<file path="config.mk">
export PLATFORM = sky130hd
export DESIGN_NAME = atmega_tim_int_arbiter
export DESIGN_NICKNAME = d
export VERILOG_FILES = /design/src/rtl/atmega_tim_int_arbiter.sv
export SDC_FILE = /design/constraint.sdc
export NUM_CORES = 1
export LEC_CHECK = 0
export ABC_CLOCK_PERIOD_IN_PS = 2750
export BUFFER_PORTS_ARGS = -buffer_cell sky130_fd_sc_hd__clkbuf_2
export CAP_MARGIN = 20
export CORE_MARGIN = 3
export CORE_UTILIZATION = 56
export CTS_BUF_LIST = sky130_fd_sc_hd__clkbuf_16
export CTS_CLUSTER_DIAMETER = 30
export DETAILED_ROUTE_END_ITERATION = 10
export PLACE_DENSITY = 0.93
export SYNTH_ARGS = -nofsm -noshare
export SYNTH_HDL_FRONTEND = slang
export SYNTH_SLANG_ARGS = --single-unit
</file>
<file path="constraint.sdc">
create_clock -name clk -period 2.75 [get_ports clk]
set_input_delay 0.275 -clock clk [delete_from_list [all_inputs] [get_ports clk]]
set_output_delay 0.275 -clock clk [all_outputs]
set_load 0.03 [all_outputs]
</file>
<file path="src/rtl/atmega_tim_int_arbiter.sv">
// Interrupt scheduler between a 16-bit timer's level flags and the core's interrupt controller.
// Serves one pending flag at a time: request, wait for ack, pulse that flag's clear, let it drop.
module atmega_tim_int_arbiter #(
  parameter int unsigned NUM_SRC     = 5,
  parameter int unsigned VECT_W      = 6,
  parameter int unsigned VECT_BASE   = 10,
  parameter int unsigned VECT_STEP   = 1,
  parameter string       ROUND_ROBIN = "FALSE",
  parameter int unsigned CLR_WAIT    = 2
) (
  input  logic               clk,
  input  logic               rst,
  input  logic               global_en,
  input  logic [NUM_SRC-1:0] src_int,
  output logic [NUM_SRC-1:0] src_int_rst,
  output logic               int_req,
  output logic [VECT_W-1:0]  int_vect,
  input  logic               int_ack,
  output logic               busy
);

  localparam int unsigned IDX_W = (NUM_SRC > 1) ? $clog2(NUM_SRC) : 1;
  localparam int unsigned CNT_W = 4;
  localparam bit          RR_EN = (ROUND_ROBIN == "TRUE");

  localparam logic [1:0] S_IDLE = 2'd0;
  localparam logic [1:0] S_REQ  = 2'd1;
  localparam logic [1:0] S_CLR  = 2'd2;
  localparam logic [1:0] S_WAIT = 2'd3;

  logic [1:0]         state, state_d;
  logic [IDX_W-1:0]   idx, idx_d;
  logic [IDX_W-1:0]   rr_ptr, rr_ptr_d;
  logic [CNT_W-1:0]   cnt, cnt_d;
  logic               int_req_d;
  logic [VECT_W-1:0]  int_vect_d;
  logic [NUM_SRC-1:0] src_int_rst_d;

  logic [IDX_W-1:0]   scan_base;
  logic [IDX_W-1:0]   win_idx;
  logic               win_any;
  logic [VECT_W-1:0]  win_vect;

  // Winner: first set flag scanning upward from scan_base with wrap (base 0 in fixed mode)
  always_comb begin
    win_idx   = '0;
    win_any   = 1'b0;
    scan_base = RR_EN ? rr_ptr : '0;
    for (int unsigned k = 0; k < NUM_SRC; k++) begin
      if (!win_any && src_int[IDX_W'((32'(scan_base) + k) % NUM_SRC)]) begin
        win_any = 1'b1;
        win_idx = IDX_W'((32'(scan_base) + k) % NUM_SRC);
      end
    end
    win_vect = VECT_W'(VECT_BASE + 32'(win_idx) * VECT_STEP);
  end

  always_comb begin
    state_d       = state;
    idx_d         = idx;
    rr_ptr_d      = rr_ptr;
    cnt_d         = cnt;
    int_req_d     = int_req;
    int_vect_d    = int_vect;
    src_int_rst_d = '0;
    case (state)
      S_IDLE: begin
        if (global_en && win_any) begin
          state_d    = S_REQ;
          idx_d      = win_idx;
          int_req_d  = 1'b1;
          int_vect_d = win_vect;
        end
      end
      S_REQ: begin
        // Acknowledge takes precedence over a simultaneous withdraw condition
        if (int_ack) begin
          int_req_d     = 1'b0;
          src_int_rst_d = NUM_SRC'(1) << idx;
          state_d       = S_CLR;
        end else if (!src_int[idx] || !global_en) begin
          int_req_d = 1'b0;
          state_d   = S_IDLE;
        end
      end
      S_CLR: begin
        rr_ptr_d = (idx == IDX_W'(NUM_SRC - 1)) ? '0 : idx + IDX_W'(1);
        cnt_d    = '0;
        state_d  = S_WAIT;
      end
      S_WAIT: begin
        // Hold off until the timer has actually dropped the flag, bounded by CLR_WAIT cycles
        if (!src_int[idx] || cnt == CNT_W'(CLR_WAIT - 1)) begin
          state_d = S_IDLE;
        end else begin
          cnt_d = cnt + CNT_W'(1);
        end
      end
      default: state_d = S_IDLE;
    endcase
  end

  always_ff @(posedge clk or negedge rst) begin
    if (!rst) begin
      state       <= S_IDLE;
      idx         <= '0;
      rr_ptr      <= '0;
      cnt         <= '0;
      int_req     <= 1'b0;
      int_vect    <= '0;
      src_int_rst <= '0;
      busy        <= 1'b0;
    end else begin
      state       <= state_d;
      idx         <= idx_d;
      rr_ptr      <= rr_ptr_d;
      cnt         <= cnt_d;
      int_req     <= int_req_d;
      int_vect    <= int_vect_d;
      src_int_rst <= src_int_rst_d;
      busy        <= (state_d != S_IDLE);
    end
  end

endmodule

</file>
==> impl_summary.txt, run 1 <==
----------------------------------------------------
[Route]
  Drt first pass iters ... 5
  Via density per instance ... between 5 and 6
  Residual DRC count ... 0
  Total wire length ... 1970 um
  DRT iter0 DRCs ... 24
  Count of antenna-violating nets left after detailed routing ... 0
  Vias after detailed routing ... about 810
  Routed WL per cell ... 14.0 um

[Clocking]
  Clock-pin slew on the worst setup and hold paths ... 50 ps
  Maximum count of clock buffers along a single path ... 2
  Clock root buffer ... clkbuf_16
  Sinks on the clock net ... 20
  Number of resized instances in the post-cts repair step ... 0
  Total CTS buffers ... 3
  Clock latency at the later pin of the worst-skew pair ... between 200 and 300 ps
  Clock tree from TritonCTS ... built
  CTS H-tree lvls ... 1

[Cells and area]
  Nets ... 129
  Most frequent cells in the layout ... dfrtp_1, clkbuf_2, nand2_1
  Finished Cell Area ... 1170 um^2
  Number of filler instances in the final layout ... between 100 and 150
  Fraction of layout cells with a size suffix above 1 ... 0.231
  Final design utilization ... 0.733
  Number of antenna cells inserted ... 0
  Relative area change from synthesis to final layout ... 16.5%

[Job]
  Number of maximum-capacitance constraint violations ... 0

[Power and ir drop]
  Int Power ... 0.755 mW
  Switching power of the nets ... 0.518 mW
  Power per unit of standard cell area ... 1090 nW/um^2
  Total leakage power ... between 0.5 and 0.6 nW
  Switching fraction of total power ... 0.407
  Part of the total power dissipated in the clock network ... 0.230
  Fraction of power consumed by sequential logic ... 0.400
  Share of total power in combinational logic ... 0.370
  Peak VDD IR ... 0.000690 V
  Total power draw ... 1.27 mW

[Timing]
  Setup total negative slack ... 0 ps
  Worst Max-Slew Pin Slew ... 584 ps
  Setup repair after global routing missed its margin ... no
  Upper clock frequency limit ... 569 MHz
  Hold violation total from the final report ... 0
  Clock period minus final worst setup slack ... 1760 ps
  Max_slew headroom ... 0.610
  Final count of pins violating max slew ... 0
  Final clock skew ... 3.17 ps
  Share of the clock period used by the worst path ... 0.639
  Finish-stage setup viols ... 0

[Die]
  Number of I/O pins ... 22
  Row count ... 14
  Height of the chip ... 48.3 um
  DIE WIDTH ... 48.3 um
  Die ar. ... 2340 um^2
  Core Region ... 1590 um^2
  Effective utilization at floorplan ... 0.630

[GRT]
  Number of antenna violations at the first check in global routing ... 0
  Number of global-route vias before repair ... 776
  Global-route wire length before repair ... 3530 um
  Pin count of the biggest net entering global routing ... 21
  Global route overflow ... 0
  Overall fraction of global-route tracks in use ... 0.191

[Placement]
  Instance area after placement ... 1080 um^2
  Sum of net half-perimeters after detailed placement ... approximately 1400 um
  Last weighted congestion value of the routability-driven placer ... 0.845
  Total of buffers placed on input and output ports ... 20

[Setup path]
  Launch instance of the worst register-to-register path ... idx[1]$_DFFE_PN0P_
  Worst setup path startpoint ... idx[1]$_DFFE_PN0P_
  Critical path arrival ... 1890 ps
  Endpoint type of the worst setup path ... flip-flop
  Crit Path Class ... flip-flop to flip-flop
  Largest fanout on the critical path ... 9
  Data required time at the worst endpoint ... 2880 ps
  Startpoint kind of the worst setup timing path ... flip-flop

[Synth]
  Primary FF master, synth ... dfrtp_1
  Net count after synthesis ... 110
  Count of flip-flops with a built-in enable after synthesis ... 0
  Number of distinct library cells after synthesis ... 36
  Cell count after synthesis ... 99
  Seq cells post-synth ... 20
  Mean area per synthesized cell ... 10.1 um^2
  FFs w/ async S/R, synth ... 1.00
  Count of warnings emitted by yosys ... 0
  Share of the yosys chip area belonging to registers ... 0.499
  Cell area after synthesis ... 1000 um^2

[Worst hold path]
  Origin of the worst min-delay path ... int_ack
  Hold/Removal Path Class ... primary input to flip-flop

[Run status]
  Outcome ... completed

----------------------------------------------------
-- per-stage QoR --
step,std cells,hold WS [ps],worst slack [ps]
floorplan,99,-20.6,1200
global placement,136,252,1080
detailed placement,136,261,1030
CTS,141,289,1000
global route,141,317,823
finish,141,291,993
-- synth_stat cells (all sizes together), types with 3 or more instances --
library cell	count	share of area
a21oi	7	0.035
buf	6	0.050
dfrtp	20	0.50
inv	5	0.019
nand2	10	0.037
nand3	4	0.020
nor2	4	0.015
nor2b	3	0.019
nor3	3	0.015
nor4b	3	0.041
o21ai	7	0.039
-- final timing paths --
| check | to | slack (ps) | cells past startpoint |
|---|---|---|---|
| setup / recovery | cnt[3]$_DFFE_PN0P_ | 990 | 5 |
| hold / removal | state[0]$_DFF_PN0_ | 290 | 2 |
| setup reg to reg | cnt[3]$_DFFE_PN0P_ | 990 | 5 |
| hold reg to reg | int_vect[3]$_DFFE_PN0P_ | 500 | 1 |
| max in group asynchronous | idx[1]$_DFFE_PN0P_ | 1900 | 2 |
| min in group asynchronous | src_int_rst[2]$_DFF_PN0_ | 520 | 2 |
-- registers in the layout (all words and copies together) (netlist names) --
name / cells
src_int_rst: 5
cnt: 4
int_vect: 4
idx: 3
state: 2
busy: 1
int_req: 1
-- logic make-up after synthesis --
group | Yosys count | synth area share
AND/OR/NAND/NOR | 37 | 0.218
AO/OA/AOI/OAI | 25 | 0.162
buffers and inverters | 12 | 0.0723
adder cells (fa/ha/maj) | 2 | 0.0249
multiplexers | 2 | 0.0200
other | 1 | 0.00374
flip-flops | 20 | 0.499
-- power by group through the flow --
stage / clock network, mW / registers, mW / logic [mW]
floorplan: 0 / 0.518 / 0.381
global placement: 0 / 0.504 / 0.445
detailed placement: 0 / 0.511 / 0.463
CTS: 0.297 / 0.508 / 0.472
global route: 0.305 / 0.528 / 0.527
finish: 0.293 / 0.509 / 0.471
-- critical path: stages, from the launching register on --
cell and delay [ps]:
dfrtp_1 510, mux2i_1 240, o32ai_1 110, or2_1 340
nor4b_4 170, a211o_1 270
-- layout make-up --
cell class	instances	area, um^2	area share
Sequential cell	20	500	0.428
Clock inverter	1	3.75	0.00321
Inverter	5	18.8	0.0161
Clock buffer	3	75.1	0.0642
Multi-Input combinational cell	67	430	0.368
Tap cell	24	30.0	0.0257
Timing Repair Buffer	21	110	0.0942
-- repair_timing --
item / in CTS / in global routing
buffers inserted: 0 / 0
endpoints found under the hold margin: 20 / 0
hold buffers: 1 / 0
-- routing by layer --
metal	global-route usage	share of wire
met2	0.314	0.48
met4	0.0806	0.013
met3	0.0429	0.065
met1	0.243	0.45
met5	0	0
(Power assumes the default switching activity.)
==> run 2: changes to the inputs <==
- ABC_AREA: not set -> 1
- ABC_CLOCK_PERIOD_IN_PS: 2750 -> 1500
- CORE_UTILIZATION: 56 -> 46
- PLACE_DENSITY: 0.93 -> 0.83
- clock period: 2.75 -> 1.5 ns (I/O delays scaled with it)
==> impl_summary.txt, run 2 <==
----------------------------------------------------
[Run status]
  Outcome ... completed

[Placement]
  Sum of net half-perimeters after detailed placement ... 1360 um (-4.3%)
  Total placed cells including tap cells ... 151 (+11%)
  Setup WS pre-CTS ... 112 ps (-922 ps)
  Total of buffers placed on input and output ports ... 20 (unchanged)
  Last weighted congestion value of the routability-driven placer ... 0.762 (-9.9%)

[Route]
  Residual DRC count ... 0 (unchanged)
  Routed WL per cell ... 11.2 um (-20%)
  DRT iter0 DRCs ... 16 (-33%)
  Vias after detailed routing ... 766 (-5.0%)
  Drt first pass iters ... 4 (-1)
  Count of antenna-violating nets left after detailed routing ... 0 (unchanged)
  Total wire length ... 1760 um (-10%)
  Via density per instance ... 4.88 (-15%)

[Clocking]
  CTS H-tree lvls ... 1 (unchanged)
  Sinks on the clock net ... 20 (unchanged)
  Clock-pin slew on the worst setup and hold paths ... 50 ps (about the same)
  Maximum count of clock buffers along a single path ... 2 (unchanged)
  Clock root buffer ... clkbuf_16
  Clock latency at the later pin of the worst-skew pair ... 250 ps (about the same)
  Clock tree from TritonCTS ... built
  Total CTS buffers ... 3 (unchanged)

[Synth]
  Share of the yosys chip area belonging to registers ... 0.520 (+0.0214)
  Area share of the largest cell type after synthesis ... 0.520 (+0.0214)
  Cell count after synthesis ... 108 (+9.1%)
  Number of distinct library cells after synthesis ... 26 (-28%)
  FFs w/ async S/R, synth ... 1.00 (unchanged)
  Mean area per synthesized cell ... 8.91 um^2 (-12%)
  Count of warnings emitted by yosys ... 0 (unchanged)
  Seq cells post-synth ... 20 (unchanged)
  Most used standard cells in the synthesized netlist ... nand2_1, dfrtp_1, nor2_1
  Cell area after synthesis ... 962 um^2 (-4.1%)
  Yosys top cell by area ... dfrtp_1
  Net count after synthesis ... 119 (+8.2%)
  Top-count cell post-synth ... nand2_1
  Biggest area contributors in the synthesized netlist ... dfrtp_1, nand2_1, nor2_1
  Count of flip-flops with a built-in enable after synthesis ... 0 (unchanged)
  Primary FF master, synth ... dfrtp_1

[Cells and area]
  Nets ... 144 (+12%)
  Number of antenna cells inserted ... 0 (unchanged)
  Max FFs per register ... 5 (unchanged)
  Number of filler instances in the final layout ... 162 (+41%)
  Leading cell type in the layout, fill and taps excluded ... nand2_1
  Top register by number of flip-flops ... src_int_rst
  Finished Layout Cells ... 157 (+11%)
  Largest registers in the final layout ... src_int_rst: 5 flops, cnt: 4 flops, int_vect: 4 flops
  Fraction of layout cells with a size suffix above 1 ... 0.280 (+0.0495)
  Relative area change from synthesis to final layout ... 22.2%
  Most frequent cells in the layout ... nand2_1, clkbuf_2, dfrtp_1

[Timing]
  Final count of pins violating max slew ... 0 (unchanged)
  Setup WS post-layout ... 131 ps (-862 ps)
  Hold violation total from the final report ... 0 (unchanged)
  Upper clock frequency limit ... 731 MHz (+28%)
  Final clock skew ... 3.70 ps (+0.525 ps)
  Finish-stage setup viols ... 0 (unchanged)
  Final hold slack ... 120 ps (-170 ps)
  Clock period minus final worst setup slack ... 1370 ps (-388 ps)
  Share of the clock period used by the worst path ... 0.912 (+0.274)

[GRT]
  Global route overflow ... 0 (unchanged)
  Overall fraction of global-route tracks in use ... 0.156 (-0.0348)
  Number of antenna violations at the first check in global routing ... 0 (unchanged)
  Pin count of the biggest net entering global routing ... 21 (unchanged)
  Global-route wire length before repair ... 3090 um (-12%)
  Number of global-route vias before repair ... 710 (-8.5%)

[Die]
  Number of I/O pins ... 22 (unchanged)
  DIE WIDTH ... 51.7 um (+7.0%)
  Die ar. ... 2680 um^2 (+15%)
  Core Region ... 1840 um^2 (+15%)
  Row count ... 15 (+1)
  Height of the chip ... 51.7 um (+7.0%)
  Effective utilization at floorplan ... 0.523 (-0.106)

[Setup path]
  Crit Path Class ... flip-flop to flip-flop
  Largest fanout on the critical path ... 5 (-4)
  Startpoint kind of the worst setup timing path ... flip-flop
  Slack of the worst reg-to-reg path ... 130 ps (-860 ps)
  Number of cells on the worst reg-to-reg path ... 6 (+1)
  Data required time at the worst endpoint ... 1640 ps (-1240 ps)
  Critical path arrival ... 1510 ps (-380 ps)
  Endpoint type of the worst setup path ... flip-flop

[Worst hold path]
  Min-Delay Path Depth ... 2 (unchanged)
  Hold/Removal Path Class ... primary input to flip-flop

[Power and ir drop]
  Total leakage power ... 0.612 nW (+7.6%)
  Peak VDD IR ... 0.00115 V (+67%)
  Power per unit of standard cell area ... 1950 nW/um^2 (+79%)

[Job]
  Number of maximum-capacitance constraint violations ... 0 (unchanged)

----------------------------------------------------
==> run 2: layout make-up <==
class | instances | area, um^2 | area share
Clock buffer | 3 | 75.1 | 0.0638
Sequential cell | 20 | 502 | 0.427
Clock inverter | 1 | 3.75 | 0.00319
Multi-Input combinational cell | 74 | 402 | 0.341
Tap cell | 25 | 31.3 | 0.0266
Inverter | 12 | 45.0 | 0.0383
Timing Repair Buffer | 22 | 118 | 0.100
==> run 2: path summary, 6_finish.rpt <==
kind,startpoint,to
worst max-delay path,state[0]$_DFF_PN0_,idx[1]$_DFFE_PN0P_
worst min-delay path,src_int[0],idx[0]$_DFFE_PN0P_
worst max register to register,state[0]$_DFF_PN0_,idx[1]$_DFFE_PN0P_
worst min register to register,int_vect[3]$_DFFE_PN0P_,int_vect[3]$_DFFE_PN0P_
max in group asynchronous,rst,idx[0]$_DFFE_PN0P_
min in group asynchronous,rst,idx[1]$_DFFE_PN0P_
==> run 2: through the flow <==
| step | instance area [um^2] | TNS [ps] | power [mW] | util |
|---|---|---|---|---|
| 6_report | 1180 | 0 | 2.30 | 0.639 |
| 3_3_place_gp | 1080 | 0 | 1.72 | 0.586 |
| 5_1_grt | 1180 | -2.64 | 2.48 | 0.639 |
| 3_5_place_dp | 1080 | 0 | 1.76 | 0.586 |
| 4_1_cts | 1170 | 0 | 2.30 | 0.635 |
| 2_1_floorplan | 962 | 0 | 1.54 | - |
==> run 2: metal layers <==
metal	global-route usage	vias up	wire [um]
li1	-	389	-
met2	0.246	23	836
met1	0.199	350	782
met4	0.0742	0	30
met5	0	-	0
met3	0.0401	4	114
==> run 2: where the power goes <==
part / total [mW] / internal [mW] / switching [mW]
clock network: 0.535 / 0.354 / 0.180
logic: 0.925 / 0.298 / 0.627
registers: 0.840 / 0.702 / 0.138
total: 2.30 / 1.35 / 0.945
==> run 2: worst max-delay path: stages, from the launching register on <==
cell and delay, ps:
dfrtp_1 400, nor2_1 110, nand2_1 110, a31oi_2 230, a21o_1 210, nand2_1 90, o21a_1 110
==> run 2: repair_timing <==
item | CTS | global route
endpoints found under the setup margin | 0 | 3
setup buffers | 0 | 1
hold endpoints to repair | 20 | 0
gates resized for setup | 0 | 1
hold buffers | 1 | 0
==> run 2: cells by family (layout without fill, tap and decap cells) <==
| logic type | count (synthesis) | after routing | share of synthesized area |
|---|---|---|---|
| DFF | 20 | 20 | 0.520 |
| buffers and inverters | 14 | 38 | 0.0624 |
| other | 1 | 1 | 0.00390 |
| and+or+nand+nor | 56 | 56 | 0.260 |
| AOI/OAI and AO/OA | 13 | 13 | 0.109 |
| xor gates and xnor gates | 2 | 2 | 0.0182 |
| adders and majority gates | 2 | 2 | 0.0260 |
==> run 3: changes to the inputs <==
==> constraint.sdc (replaced) <==
create_clock -name clk -period 1.5 [get_ports clk]
set_input_delay 0.375 -clock clk [delete_from_list [all_inputs] [get_ports clk]]
set_output_delay 0.375 -clock clk [all_outputs]
set_load 0.03 [all_outputs]
==> impl_summary.txt, run 3 (same netlist as run 2, synthesis figures left out) <==
----------------------------------------------------
[Timing]
  Upper clock frequency limit ... 710 MHz (-2.9%)
  Setup total negative slack ... 0 ps (unchanged)
  Share of the clock period used by the worst path ... 0.939 (+0.0270)
  Clock period minus final worst setup slack ... 1410 ps (+40.5 ps)
  Setup repair after global routing missed its margin ... no
  Final clock skew ... 3.49 ps (-0.202 ps)
  Finish-stage setup viols ... 0 (unchanged)
  Hold violation total from the final report ... 0 (unchanged)
  Final count of pins violating max slew ... 0 (unchanged)

[GRT]
  Global route overflow ... 0 (unchanged)
  Number of antenna violations at the first check in global routing ... 0 (unchanged)
  Number of global-route vias before repair ... 766 (+7.9%)
  Overall fraction of global-route tracks in use ... 0.174 (+0.0181)
  Pin count of the biggest net entering global routing ... 21 (unchanged)
  Global-route wire length before repair ... 3380 um (+9.4%)

[Die]
  Die ar. ... 2680 um^2 (unchanged)
  Row count ... 15 (unchanged)
  Core Region ... 1840 um^2 (unchanged)
  Number of I/O pins ... 22 (unchanged)
  Height of the chip ... 51.7 um (unchanged)
  DIE WIDTH ... 51.7 um (unchanged)
  Effective utilization at floorplan ... 0.523 (unchanged)

[Clocking]
  Clock latency at the later pin of the worst-skew pair ... 250 ps (about the same)
  Clock tree from TritonCTS ... built
  Clock root buffer ... clkbuf_16
  Clock-pin slew on the worst setup and hold paths ... 60 ps (about the same)
  Total CTS buffers ... 3 (unchanged)
  Maximum count of clock buffers along a single path ... 2 (unchanged)
  Hold-fix buffer count after cts ... 0 (-1)
  CTS H-tree lvls ... 1 (unchanged)
  Sinks on the clock net ... 20 (unchanged)

[Placement]
  Sum of net half-perimeters after detailed placement ... 1490 um (+9.7%)
  Instance area after placement ... 1080 um^2 (unchanged)
  Total placed cells including tap cells ... 151 (unchanged)
  Last weighted congestion value of the routability-driven placer ... 0.843 (+11%)
  Total of buffers placed on input and output ports ... 20 (unchanged)

[Route]
  Residual DRC count ... 0 (unchanged)
  Via density per instance ... 5.32 (+9.0%)
  Drt first pass iters ... 5 (+1)
  Vias after detailed routing ... 830 (+8.4%)
  Total wire length ... 2170 um (+23%)
  Count of antenna-violating nets left after detailed routing ... 0 (unchanged)
  Routed WL per cell ... 13.9 um (+24%)
  DRT iter0 DRCs ... 28 (+12)

[Power and ir drop]
  Peak VDD IR ... 0.00133 V (+16%)
  Power per unit of standard cell area ... 2140 nW/um^2 (+9.3%)
  Total leakage power ... 0.620 nW (+1.4%)

[Cells and area]
  Max FFs per register ... 5 (unchanged)
  Top register by number of flip-flops ... src_int_rst
  Leading cell type in the layout, fill and taps excluded ... nand2_1
  Number of antenna cells inserted ... 0 (unchanged)
  Nets ... 143 (-0.69%)
  Most frequent cells in the layout ... nand2_1, clkbuf_2, dfrtp_1
  Largest registers in the final layout ... src_int_rst: 5 flops, cnt: 4 flops, int_vect: 4 flops
  Finished Layout Cells ... 156 (-0.64%)
  Fraction of layout cells with a size suffix above 1 ... 0.290 (+0.00977)
  Finished Cell Area ... 1190 um^2 (+1.4%)
  Relative area change from synthesis to final layout ... 23.9%
  Number of filler instances in the final layout ... 149 (-8.0%)

[Setup path]
  Startpoint kind of the worst setup timing path ... flip-flop
  Endpoint type of the worst setup path ... flip-flop
  Largest fanout on the critical path ... 4 (-1)
  Critical path arrival ... 1590 ps (+80 ps)
  Crit Path Class ... flip-flop to flip-flop
  Data required time at the worst endpoint ... 1690 ps (+50 ps)

[Worst hold path]
  Hold/Removal Path Class ... primary input to asynchronous set/reset pin

[Run status]
  Outcome ... completed

[Job]
  Number of maximum-capacitance constraint violations ... 0 (unchanged)

----------------------------------------------------
-- run 3: cell types whose count changed in the layout (fill, tap and decap cells not counted) --
cell | before | now
bufinv_16 | 0 | 1
clkinv_1 | 1 | 0
dlygate4sd3_1 | 1 | 0
-- run 3: layout make-up --
type	count	area, um^2	share of cell area
Sequential cell	20	502	0.421
Multi-Input combinational cell	74	402	0.337
Timing Repair Buffer	21	108	0.0902
Clock buffer	3	75.1	0.0630
Inverter	12	45.0	0.0378
Tap cell	25	31.3	0.0262
Clock inverter	1	30.0	0.0252
-- run 3: power by group --
part	internal (mW)	total, mW	leakage [nW]	switching (mW)
registers	0.702	0.859	0.252	0.157
clock network	0.529	0.728	0.0511	0.199
logic	0.296	0.959	0.317	0.663
total	1.53	2.55	0.620	1.02
-- run 3: through the flow --
step                      hold slack (ps)  setup WS [ps]  utilization  power, mW
after floorplan                      79.4            251            -       1.54
after global placement                353            149        0.586       1.73
after detailed placement              357           40.4        0.586       1.77
after CTS                            84.9           85.2        0.644       2.52
after global routing                  109           1.28        0.648       2.69
final                                64.6           90.8        0.648       2.55
-- run 3: worst max-delay path, cell delays in order (launching register included) --
cell,delay [ps]
dfrtp_1,430
nor2_1,130
nand2_1,130
a31oi_2,250
a21o_1,160
buf_4,130
nor2_1,40
nor2_1,90
-- run 3: routing by layer --
metal / up-vias / global-route usage / part of all wire
li1: 389 / - / -
met5: - / 0 / 0
met4: 0 / 0.105 / 0.043
met2: 45 / 0.309 / 0.51
met1: 385 / 0.199 / 0.39
met3: 11 / 0.0201 / 0.052
-- run 3: worst paths after layout --
check / from / end / slack, ps / cells after the start
max in group asynchronous: rst / idx[0]$_DFFE_PN0P_ / 1090 / 1
worst min-delay path: rst / int_vect[2]$_DFFE_PN0P_ / 60 / 1
worst max register to register: state[1]$_DFF_PN0_ / int_vect[2]$_DFFE_PN0P_ / 90 / 7
min in group clk: src_int[0] / idx[0]$_DFFE_PN0P_ / 360 / 2
worst max-delay path: state[1]$_DFF_PN0_ / int_vect[2]$_DFFE_PN0P_ / 90 / 7
worst min register to register: int_vect[3]$_DFFE_PN0P_ / int_vect[3]$_DFFE_PN0P_ / 470 / 1
-- run 3: repair_timing --
action,4_1_cts,5_1_grt
endpoints found under the setup margin,0,2
gates resized for setup,0,1
setup buffers,0,1
